**src/rtl/pulse_train_generator_if.sv**
```systemverilog
// Handshake and output bundle for pulse_train_generator.
// Optional abort/aborted signals appear only when PULSE_TRAIN_ABORT_EN is defined.
interface pulse_train_generator_if #(
  parameter int CNT_W = 8,
  parameter int LEN_W = 4
);
  logic             start;
  logic [CNT_W-1:0] count;
  logic [LEN_W-1:0] high_len;
  logic [LEN_W-1:0] low_len;
  logic             ready;
  logic             busy;
  logic             pulse;
  logic             done;
`ifdef PULSE_TRAIN_ABORT_EN
  logic             abort;
  logic             aborted;
`endif

  modport master (
    output start, count, high_len, low_len,
`ifdef PULSE_TRAIN_ABORT_EN
    output abort,
    input  aborted,
`endif
    input  ready, busy, pulse, done
  );

  modport slave (
    input  start, count, high_len, low_len,
`ifdef PULSE_TRAIN_ABORT_EN
    input  abort,
    output aborted,
`endif
    output ready, busy, pulse, done
  );
endinterface

```
**src/rtl/pulse_train_generator.sv**
```systemverilog
// Emits a train of count 0-1-0 pulses with programmable high/low widths.
// Optional abort support is enabled by defining PULSE_TRAIN_ABORT_EN.
module pulse_train_generator #(
  parameter int CNT_W = 8,
  parameter int LEN_W = 4
) (
  input  logic                    clk,
  input  logic                    rst,
  pulse_train_generator_if.slave  bus
);
  typedef enum logic [1:0] {S_IDLE, S_HIGH, S_LOW, S_DONE} state_t;

  state_t           r_state, w_state_nxt;
  logic [LEN_W-1:0] r_wcnt, w_wcnt_nxt;
  logic [CNT_W-1:0] r_rem, w_rem_nxt;
  logic [LEN_W-1:0] r_h, w_h_nxt;
  logic [LEN_W-1:0] r_l, w_l_nxt;
  logic [LEN_W-1:0] w_h_eff, w_l_eff;
`ifdef PULSE_TRAIN_ABORT_EN
  logic             r_aborted, w_aborted_nxt;
`endif

  assign w_h_eff = (bus.high_len == '0) ? LEN_W'(1) : bus.high_len;
  assign w_l_eff = (bus.low_len  == '0) ? LEN_W'(1) : bus.low_len;

  always_ff @(posedge clk or posedge rst) begin
    if (rst) begin
      r_state <= S_IDLE;
      r_wcnt  <= '0;
      r_rem   <= '0;
      r_h     <= '0;
      r_l     <= '0;
`ifdef PULSE_TRAIN_ABORT_EN
      r_aborted <= 1'b0;
`endif
    end else begin
      r_state <= w_state_nxt;
      r_wcnt  <= w_wcnt_nxt;
      r_rem   <= w_rem_nxt;
      r_h     <= w_h_nxt;
      r_l     <= w_l_nxt;
`ifdef PULSE_TRAIN_ABORT_EN
      r_aborted <= w_aborted_nxt;
`endif
    end
  end

  // Width counter holds cycles-left-minus-one and reloads on every HIGH/LOW entry.
  always_comb begin
    w_state_nxt = r_state;
    w_wcnt_nxt  = r_wcnt;
    w_rem_nxt   = r_rem;
    w_h_nxt     = r_h;
    w_l_nxt     = r_l;
`ifdef PULSE_TRAIN_ABORT_EN
    w_aborted_nxt = 1'b0;
`endif
    case (r_state)
      S_IDLE: begin
        if (bus.start) begin
          w_h_nxt   = w_h_eff;
          w_l_nxt   = w_l_eff;
          w_rem_nxt = bus.count;
          if (bus.count != '0) begin
            w_state_nxt = S_HIGH;
            w_wcnt_nxt  = w_h_eff - LEN_W'(1);
          end else begin
            w_state_nxt = S_DONE;
          end
        end
      end
      S_HIGH: begin
        if (r_wcnt != '0) begin
          w_wcnt_nxt = r_wcnt - LEN_W'(1);
        end else if (r_rem > CNT_W'(1)) begin
          w_state_nxt = S_LOW;
          w_rem_nxt   = r_rem - CNT_W'(1);
          w_wcnt_nxt  = r_l - LEN_W'(1);
        end else begin
          w_state_nxt = S_DONE;
        end
      end
      S_LOW: begin
        if (r_wcnt != '0) begin
          w_wcnt_nxt = r_wcnt - LEN_W'(1);
        end else begin
          w_state_nxt = S_HIGH;
          w_wcnt_nxt  = r_h - LEN_W'(1);
        end
      end
      S_DONE:  w_state_nxt = S_IDLE;
      default: w_state_nxt = S_IDLE;
    endcase
`ifdef PULSE_TRAIN_ABORT_EN
    if (((r_state == S_HIGH) || (r_state == S_LOW)) && bus.abort) begin
      w_state_nxt   = S_DONE;
      w_aborted_nxt = 1'b1;
    end
`endif
  end

  assign bus.ready = (r_state == S_IDLE);
  assign bus.busy  = (r_state == S_HIGH) || (r_state == S_LOW);
  assign bus.pulse = (r_state == S_HIGH);
  assign bus.done  = (r_state == S_DONE);
`ifdef PULSE_TRAIN_ABORT_EN
  assign bus.aborted = r_aborted;
`endif
endmodule

```
**src/flat_wrapper.sv**
```systemverilog
// flat-port wrapper written by rule: the top's interface ports become plain ports
module pulse_train_generator_flat 
#(
  parameter int CNT_W = 8,
  parameter int LEN_W = 4
)
  (clk, rst, bus_start, bus_count, bus_high_len, bus_low_len, bus_ready, bus_busy, bus_pulse, bus_done);
  pulse_train_generator_if #(.CNT_W(CNT_W), .LEN_W(LEN_W)) bus_i ();
  input  logic clk;
  input  logic rst;
  input wire logic [$bits(bus_i.start)-1:0] bus_start;
  input wire logic [$bits(bus_i.count)-1:0] bus_count;
  input wire logic [$bits(bus_i.high_len)-1:0] bus_high_len;
  input wire logic [$bits(bus_i.low_len)-1:0] bus_low_len;
  output wire logic [$bits(bus_i.ready)-1:0] bus_ready;
  output wire logic [$bits(bus_i.busy)-1:0] bus_busy;
  output wire logic [$bits(bus_i.pulse)-1:0] bus_pulse;
  output wire logic [$bits(bus_i.done)-1:0] bus_done;
  assign bus_i.start = bus_start;
  assign bus_i.count = bus_count;
  assign bus_i.high_len = bus_high_len;
  assign bus_i.low_len = bus_low_len;
  assign bus_ready = bus_i.ready;
  assign bus_busy = bus_i.busy;
  assign bus_pulse = bus_i.pulse;
  assign bus_done = bus_i.done;
  pulse_train_generator #(.CNT_W(CNT_W), .LEN_W(LEN_W)) u_core (.clk(clk), .rst(rst), .bus(bus_i));
endmodule
```
**config.mk**
```make
export PLATFORM = sky130hd
export DESIGN_NAME = pulse_train_generator_flat
export DESIGN_NICKNAME = d
export VERILOG_FILES = /design/src/rtl/pulse_train_generator_if.sv /design/src/rtl/pulse_train_generator.sv /design/src/flat_wrapper.sv
export SDC_FILE = /design/constraint.sdc
export NUM_CORES = 1
export LEC_CHECK = 0
export BUFFER_PORTS_ARGS = -buffer_cell sky130_fd_sc_hd__clkbuf_2
export CORE_AREA = 8 8 63 65
export DETAILED_ROUTE_END_ITERATION = 8
export DIE_AREA = 0 0 71 73
export PLACE_DENSITY = 0.75
export SLEW_MARGIN = 20
export SYNTH_ARGS = -nofsm -noshare
export SYNTH_HDL_FRONTEND = slang
export SYNTH_SLANG_ARGS = --single-unit
```
**constraint.sdc**
```tcl
create_clock -name clk -period 3.1 [get_ports clk]
set_input_delay 0.31 -clock clk [delete_from_list [all_inputs] [get_ports clk]]
set_output_delay 0.31 -clock clk [all_outputs]
set_load 0.03 [all_outputs]
```
==> results of run 1 <==
[layer usage]
metal	track usage [%]	part of all wire, %
met1	19.2	46
met4	4.39	0.82
met2	27.0	51
met3	2.34	2.7
met5	0	0
[final cells by class]
class | instances | share of cell area (%)
inverter | 18 | 3.85
tap | 33 | 2.36
multi-input combinational | 126 | 53.6
sequential | 22 | 31.4
timing repair buffer | 23 | 6.71
clock buffer | 4 | 2.07
[power by group]
group | internal (uW) | leakage, uW | switching, uW
sequential | 440 | 0.000259 | 165
clock | 71.7 | 0.0000210 | 89.4
combinational | 539 | 0.000495 | 725
total | 1050 | 0.000775 | 980
[logic make-up after synthesis]
family          Yosys count  share of synthesized area [%]
compound gates           59                           27.6
simple gates             44                           15.2
buf+inv                  23                           5.92
flops                    22                           34.8
fa+ha+maj                11                           8.69
mux                       8                           5.53
xor+xnor                  4                           2.21
[worst register-to-register path: stages, from the launching register on]
cell	delay, ns
dfrtp_1	0.44
inv_1	0.10
ha_1	0.16
nor4b_1	0.31
o211ai_1	0.44
o21ai_1	0.40
mux2_1	0.36
[registers in the layout, indices dropped and copies added, names as in the netlist]
| register | count |
|---|---|
| u_core.r_wcnt | 4 |
| u_core.r_l | 4 |
| u_core.r_h | 4 |
| u_core.r_rem | 8 |
| u_core.r_state | 2 |
[worst paths after layout]
kind | start | end | cells after the start
max in group asynchronous | rst | u_core.r_h[0]$_DFFE_PP0P_ | 2
max | u_core.r_state[1]$_DFFE_PP0P_ | u_core.r_wcnt[0]$_DFFE_PP0P_ | 6
min | rst | u_core.r_wcnt[1]$_DFFE_PP0P_ | 2
min in group clk | bus_low_len[3] | u_core.r_l[3]$_DFFE_PP0P_ | 2
max reg2reg | u_core.r_state[1]$_DFFE_PP0P_ | u_core.r_wcnt[0]$_DFFE_PP0P_ | 6
min reg2reg | u_core.r_rem[6]$_DFFE_PP0P_ | u_core.r_rem[6]$_DFFE_PP0P_ | 1
[stage by stage]
stage / setup WS, ns / hold slack, ns
floorplan: 0.987 / 0.299
global placement: 0.921 / 0.495
detailed placement: 0.798 / 0.514
CTS: 0.799 / 0.162
global route: 0.478 / 0.200
finish: 0.782 / 0.122
[placed cells by master, fill, tap and decap left out, drive strengths merged, types with 2 or more instances in the layout]
master   instances
mux2i            2
or3b             2
a21oi            9
mux2             6
nor4             3
inv             18
nand2b           4
xor2             3
o21ai           11
nand2            7
nand3            5
o211ai           4
clkbuf          26
o31a             4
a211oi           3
o2bb2ai          2
nor2b            2
dfrtp           22
a31oi            5
nor2             6
nor3             7
ha              11
o31ai            6
o32ai            2
or2              2
==> run_results.csv, run 1 <==
group,metric,value,unit
global_routing,grt_overflow_total,0,
routing,dr.pass1.iters,4,
worst_hold_path,hold_path_class,"input pin to asynchronous set/reset pin",
timing,setup-tns-final,0,ns
synthesis,post-synth-top-area-cell,"dfrtp_1",
synthesis,synth_area_leaders,"dfrtp_1, ha_1, inv_1",
synthesis,synth-edff-count,0,
timing,tightest_slew,0.871,ns
timing,finalCritPeriodShare,74.8,%
clock_tree,clockRootBuffer,"clkbuf_4",
worst_setup_path,ff2ff_setup_slack,0.78,ns
cells_and_area,design_area,1750,um2
routing,finalWirelength,3.68,mm
global_routing,grt_max_degree,26,
global_routing,grt_pass1_vias,1429,
timing,fmax,431,MHz
placed_design,place_congestion,0.839,
placed_design,hpwl,2.91,mm
clock_tree,cts_buffer_depth,2,
synthesis,syn_inst,171,
cells_and_area,drive_above_1_share,20.7,%
clock_tree,clkLatencyLatePin,0.31,ns
synthesis,synth_area,1580,um2
worst_setup_path,required,3.31,ns
global_routing,grt_usage,15.5,%
cells_and_area,final_cells,226,
power,p_per_area,1160,nW/um2
floorplan,num_io_pins,23,
global_routing,grt_pass1_wl,6.56,mm
worst_setup_path,arrival,2.52,ns
power,ir_drop,0.538,mV
worst_setup_path,cp-end-kind,"register",
job,maxCapViolCount,0,
cells_and_area,nets,224,
routing,drc,0,
worst_setup_path,slowest_delay,0.44,ns
placed_design,port_buffers,22,
synthesis,synth_seq_cells,22,
timing,max_slew_margin,41.7,%
synthesis,yosysUniqueCellTypes,52,
worst_setup_path,crit_type,"register to register",
clock_tree,clk_pin_slew,0.13,ns
worst_setup_path,path_max_fanout,11,
routing,vias,1391,
cells_and_area,seqCellArea,551,um2
floorplan,die_h,73,um
floorplan,die_area,5180,um2
floorplan,start_util,53.6,%
synthesis,synth_ff_type,"dfrtp_1",
synthesis,syn_nets,201,
clock_tree,cts_sinks,22,
synthesis,synthDominantCellAreaShare,34.8,%
synthesis,synth.most_common_cell,"dfrtp_1",
synthesis,ys_seq_area_share,34.8,%
synthesis,yosys-top-cells-count,"dfrtp_1, inv_1, ha_1, a21oi_1, o21ai_0",
floorplan,die_w,71,um
synthesis,yosysWarnings,0,
synthesis,syn_avg_cell_area,9.26,um2
routing,drt_iter0_markers,77,
power,power.leakage,0.000775,uW
worst_setup_path,cp_slowest_cell,"dfrtp_1",
floorplan,coreArea,2950,um2
placed_design,dp_cells,222,
floorplan,rows,20,
clock_tree,h-tree-depth,1,
clock_tree,numCtsBuffers,3,
worst_setup_path,critPathTopFamily,"compound AO/OA/AOI/OAI gates",
cells_and_area,syn2layout_area_growth,10.7,%
timing,setup_viol,0,
worst_setup_path,path_cells,"inv_1, ha_1, nor4b_1, o211ai_1, o21ai_1, mux2_1",
timing,fin_skew,0.00732,ns
worst_setup_path,crit_buf_inv,1,
power,p_total,2030,uW
timing,rsz0062_at_grt,"no",
global_routing,antenna_found_initial,0,
clock_tree,cts_resized,0,
cells_and_area,multi_input_area,940,um2
routing,vias_per_cell,6.15,
clock_tree,cts_setup_buffers,0,
clock_tree,cts_tree,"yes",
cells_and_area,final_core_util,59.4,%
placed_design,postPlaceCellArea,1720,um2
clock_tree,hold_buffers,0,
worst_setup_path,worstSetupStartpointType,"register",
timing,slew_violations,0,
routing,drtAntennaViolNets,0,
synthesis,ys_async_sr_fraction,100,%
status,run_status,"finished, final reports clean",
cells_and_area,num_antenna_cells,0,
routing,wire_per_inst,16.3,um
timing,hold_viol,0,
timing,period_minus_slack,2.32,ns
cells_and_area,n_fill_cell,271,
(Power assumes the default switching activity.)
==> run 2, diff against run 1 <==
--- a/config.mk
+++ b/config.mk
@@ -5,10 +5,11 @@
 export SDC_FILE = /design/constraint.sdc
 export NUM_CORES = 1
 export LEC_CHECK = 0
+export ABC_AREA = 1
 export BUFFER_PORTS_ARGS = -buffer_cell sky130_fd_sc_hd__clkbuf_2
-export CORE_AREA = 8 8 63 65
+export CORE_AREA = 8 8 64 66
 export DETAILED_ROUTE_END_ITERATION = 8
-export DIE_AREA = 0 0 71 73
+export DIE_AREA = 0 0 72 74
 export PLACE_DENSITY = 0.75
 export SLEW_MARGIN = 20
 export SYNTH_ARGS = -nofsm -noshare
==> constraint.sdc (replaced) <==
create_clock -name clk -period 2.39 [get_ports clk]
set_input_delay 0.239 -clock clk [delete_from_list [all_inputs] [get_ports clk]]
set_output_delay 0.239 -clock clk [all_outputs]
set_load 0.03 [all_outputs]
==> run 2 against run 1 <==
  * Die area up 2.8%
  * Combinational power down 97%
  * Critical path type unchanged
  * Synthesized cell count up 40%
  * Flip-flop and latch count unchanged
  * Highest routed layer unchanged
  * Sequential power down 39%
==> run_results.csv, run 2 <==
group,metric,value,unit
synthesis,synth-edff-count,0,
routing,wire_per_inst,11.3,um
synthesis,yosysWarnings,0,
global_routing,grt_max_degree,23,
worst_setup_path,ff2ff_setup_slack,0.60,ns
synthesis,ys_seq_area_share,33.4,%
timing,slew_violations,0,
clock_tree,cts_sinks,22,
routing,drt_iter0_markers,86,
cells_and_area,n_fill_cell,312,
cells_and_area,largest-register,"u_core.r_rem",
cells_and_area,layout_commonest_cell,"nand2_1",
floorplan,num_io_pins,23,
worst_setup_path,arrival,2.01,ns
worst_setup_path,cp-end-kind,"register",
timing,rsz0062_at_grt,"no",
cells_and_area,layout_common_cells,"nand2_1, inv_1, clkbuf_2, dfrtp_1, nor2_1",
synthesis,yosysUniqueCellTypes,29,
global_routing,grt_pass1_wl,6.16,mm
synthesis,synth.most_common_cell,"nand2_1",
clock_tree,h-tree-depth,1,
worst_hold_path,hold_path_class,"input pin to asynchronous set/reset pin",
clock_tree,cts_setup_buffers,0,
timing,fin_skew,0.00885,ns
clock_tree,hold_buffers,0,
cells_and_area,multi_input_area,906,um2
clock_tree,cts_buffer_depth,2,
clock_tree,clkLatencyLatePin,0.31,ns
status,run_status,"finished, final reports clean",
floorplan,die_w,72,um
routing,drtAntennaViolNets,0,
routing,vias,1471,
global_routing,grt_pass1_vias,1430,
floorplan,coreArea,3180,um2
timing,setup-tns-final,0,ns
timing,fmax,557,MHz
worst_setup_path,crit_type,"register to register",
synthesis,syn_inst,239,
synthesis,synth_area,1650,um2
worst_setup_path,required,2.61,ns
cells_and_area,syn2layout_area_growth,11.4,%
global_routing,grt_overflow_total,0,
floorplan,die_h,74,um
synthesis,post-synth-top-area-cell,"dfrtp_1",
synthesis,syn_nets,269,
placed_design,hpwl,2.73,mm
floorplan,die_area,5330,um2
floorplan,start_util,51.8,%
cells_and_area,nets,293,
clock_tree,numCtsBuffers,3,
power,ir_drop,0.276,mV
timing,hold_viol,0,
timing,setup_viol,0,
global_routing,antenna_found_initial,0,
floorplan,rows,21,
job,maxCapViolCount,0,
synthesis,synth_area_leaders,"dfrtp_1, nand2_1, inv_1",
placed_design,port_buffers,22,
power,power.leakage,0.000986,uW
cells_and_area,num_antenna_cells,0,
synthesis,syn_avg_cell_area,6.89,um2
timing,max_slew_margin,42.2,%
clock_tree,clockRootBuffer,"clkbuf_4",
placed_design,place_congestion,0.826,
routing,finalWirelength,3.49,mm
timing,finalWorstSetupSlack,0.595,ns
timing,finalCritPeriodShare,75.1,%
clock_tree,clk_pin_slew,0.13,ns
synthesis,synth_ff_type,"dfrtp_1",
synthesis,yosys-top-cells-count,"nand2_1, inv_1, dfrtp_1, nor2_1, nand3_1",
routing,dr.pass1.iters,4,
routing,vias_per_cell,4.78,
power,p_per_area,339,nW/um2
placed_design,dpl_worst_slack,0.585,ns
routing,drc,0,
timing,tightest_slew,0.866,ns
worst_setup_path,cp-startpoint,"u_core.r_state[1]$_DFFE_PP0P_",
synthesis,ys_async_sr_fraction,100,%
synthesis,synthDominantCellAreaShare,33.4,%
global_routing,grt_usage,14.3,%
cells_and_area,drive_above_1_share,19.1,%
clock_tree,cts_tree,"yes",
worst_setup_path,worstReg2RegStart,"u_core.r_state[1]$_DFFE_PP0P_",
worst_setup_path,worstSetupStartpointType,"register",
synthesis,synth_seq_cells,22,
cells_and_area,largest_reg_flops,8,
clock_tree,cts_resized,0,
cells_and_area,seqCellArea,551,um2
worst_setup_path,path_max_fanout,12,
timing,period_minus_slack,1.79,ns
## run 2: cell type report
cell class / instances / area share [%]
clock buffers: 4 / 1.98
inverters: 43 / 9.07
multi-input cells: 170 / 49.4
flip-flops and latches: 22 / 30.0
well taps: 46 / 3.14
repair buffers: 23 / 6.41
## run 2: stage by stage
stage	instance area, um2	hold slack (ns)	total power, uW	std cells	util [%]
finish	1830	0.0521	621	308	57.7
floorplan	1650	0.228	395	239	-
global placement	1800	0.458	417	304	56.6
CTS	1830	0.0889	630	308	57.7
detailed placement	1800	0.459	417	304	56.6
global route	1830	0.133	650	308	57.7
## run 2: cell families (layout without fill, tap and decap cells)
family,count (synthesis),after routing,synth area share (%)
xor+xnor,3,3,1.60
flops,22,22,33.4
simple gates,118,118,30.9
buf+inv,47,70,11.5
fa+ha+maj,11,11,8.36
compound gates,38,38,14.1
## run 2: critical path, stage by stage, from the launching register on
cell      delay [ns]
dfrtp_1         0.43
inv_1           0.09
ha_1            0.36
inv_2           0.19
o21ai_1         0.15
nand2_1         0.07
inv_2           0.06
nand2_4         0.08
inv_6           0.10
nand2_2         0.04
a21boi_4        0.13
## run 2: metal layers
metal	vias up	track usage (%)	wire [um]
li1	797	-	-
met1	641	17.3	1670
met2	29	24.7	1630
met3	4	2.70	147
met4	0	5.44	37
met5	-	0	0
## run 2: power breakdown
| part | internal, uW | total [uW] | switching (uW) | leakage [uW] |
|---|---|---|---|---|
| Combinational | 15.3 | 36.5 | 21.1 | 0.000709 |
| Clock | 93.1 | 213 | 120 | 0.0000210 |
| Sequential | 372 | 372 | 0 | 0.000256 |
## run 2: path summary, 6_finish.rpt
check | end | cells past startpoint
worst max-delay path | u_core.r_rem[4]$_DFFE_PP0P_ | 10
worst min-delay path | u_core.r_l[3]$_DFFE_PP0P_ | 2
worst max register to register | u_core.r_rem[4]$_DFFE_PP0P_ | 10
worst min register to register | u_core.r_rem[6]$_DFFE_PP0P_ | 2
max in group asynchronous | u_core.r_h[0]$_DFFE_PP0P_ | 2
min in group clk | u_core.r_l[2]$_DFFE_PP0P_ | 3
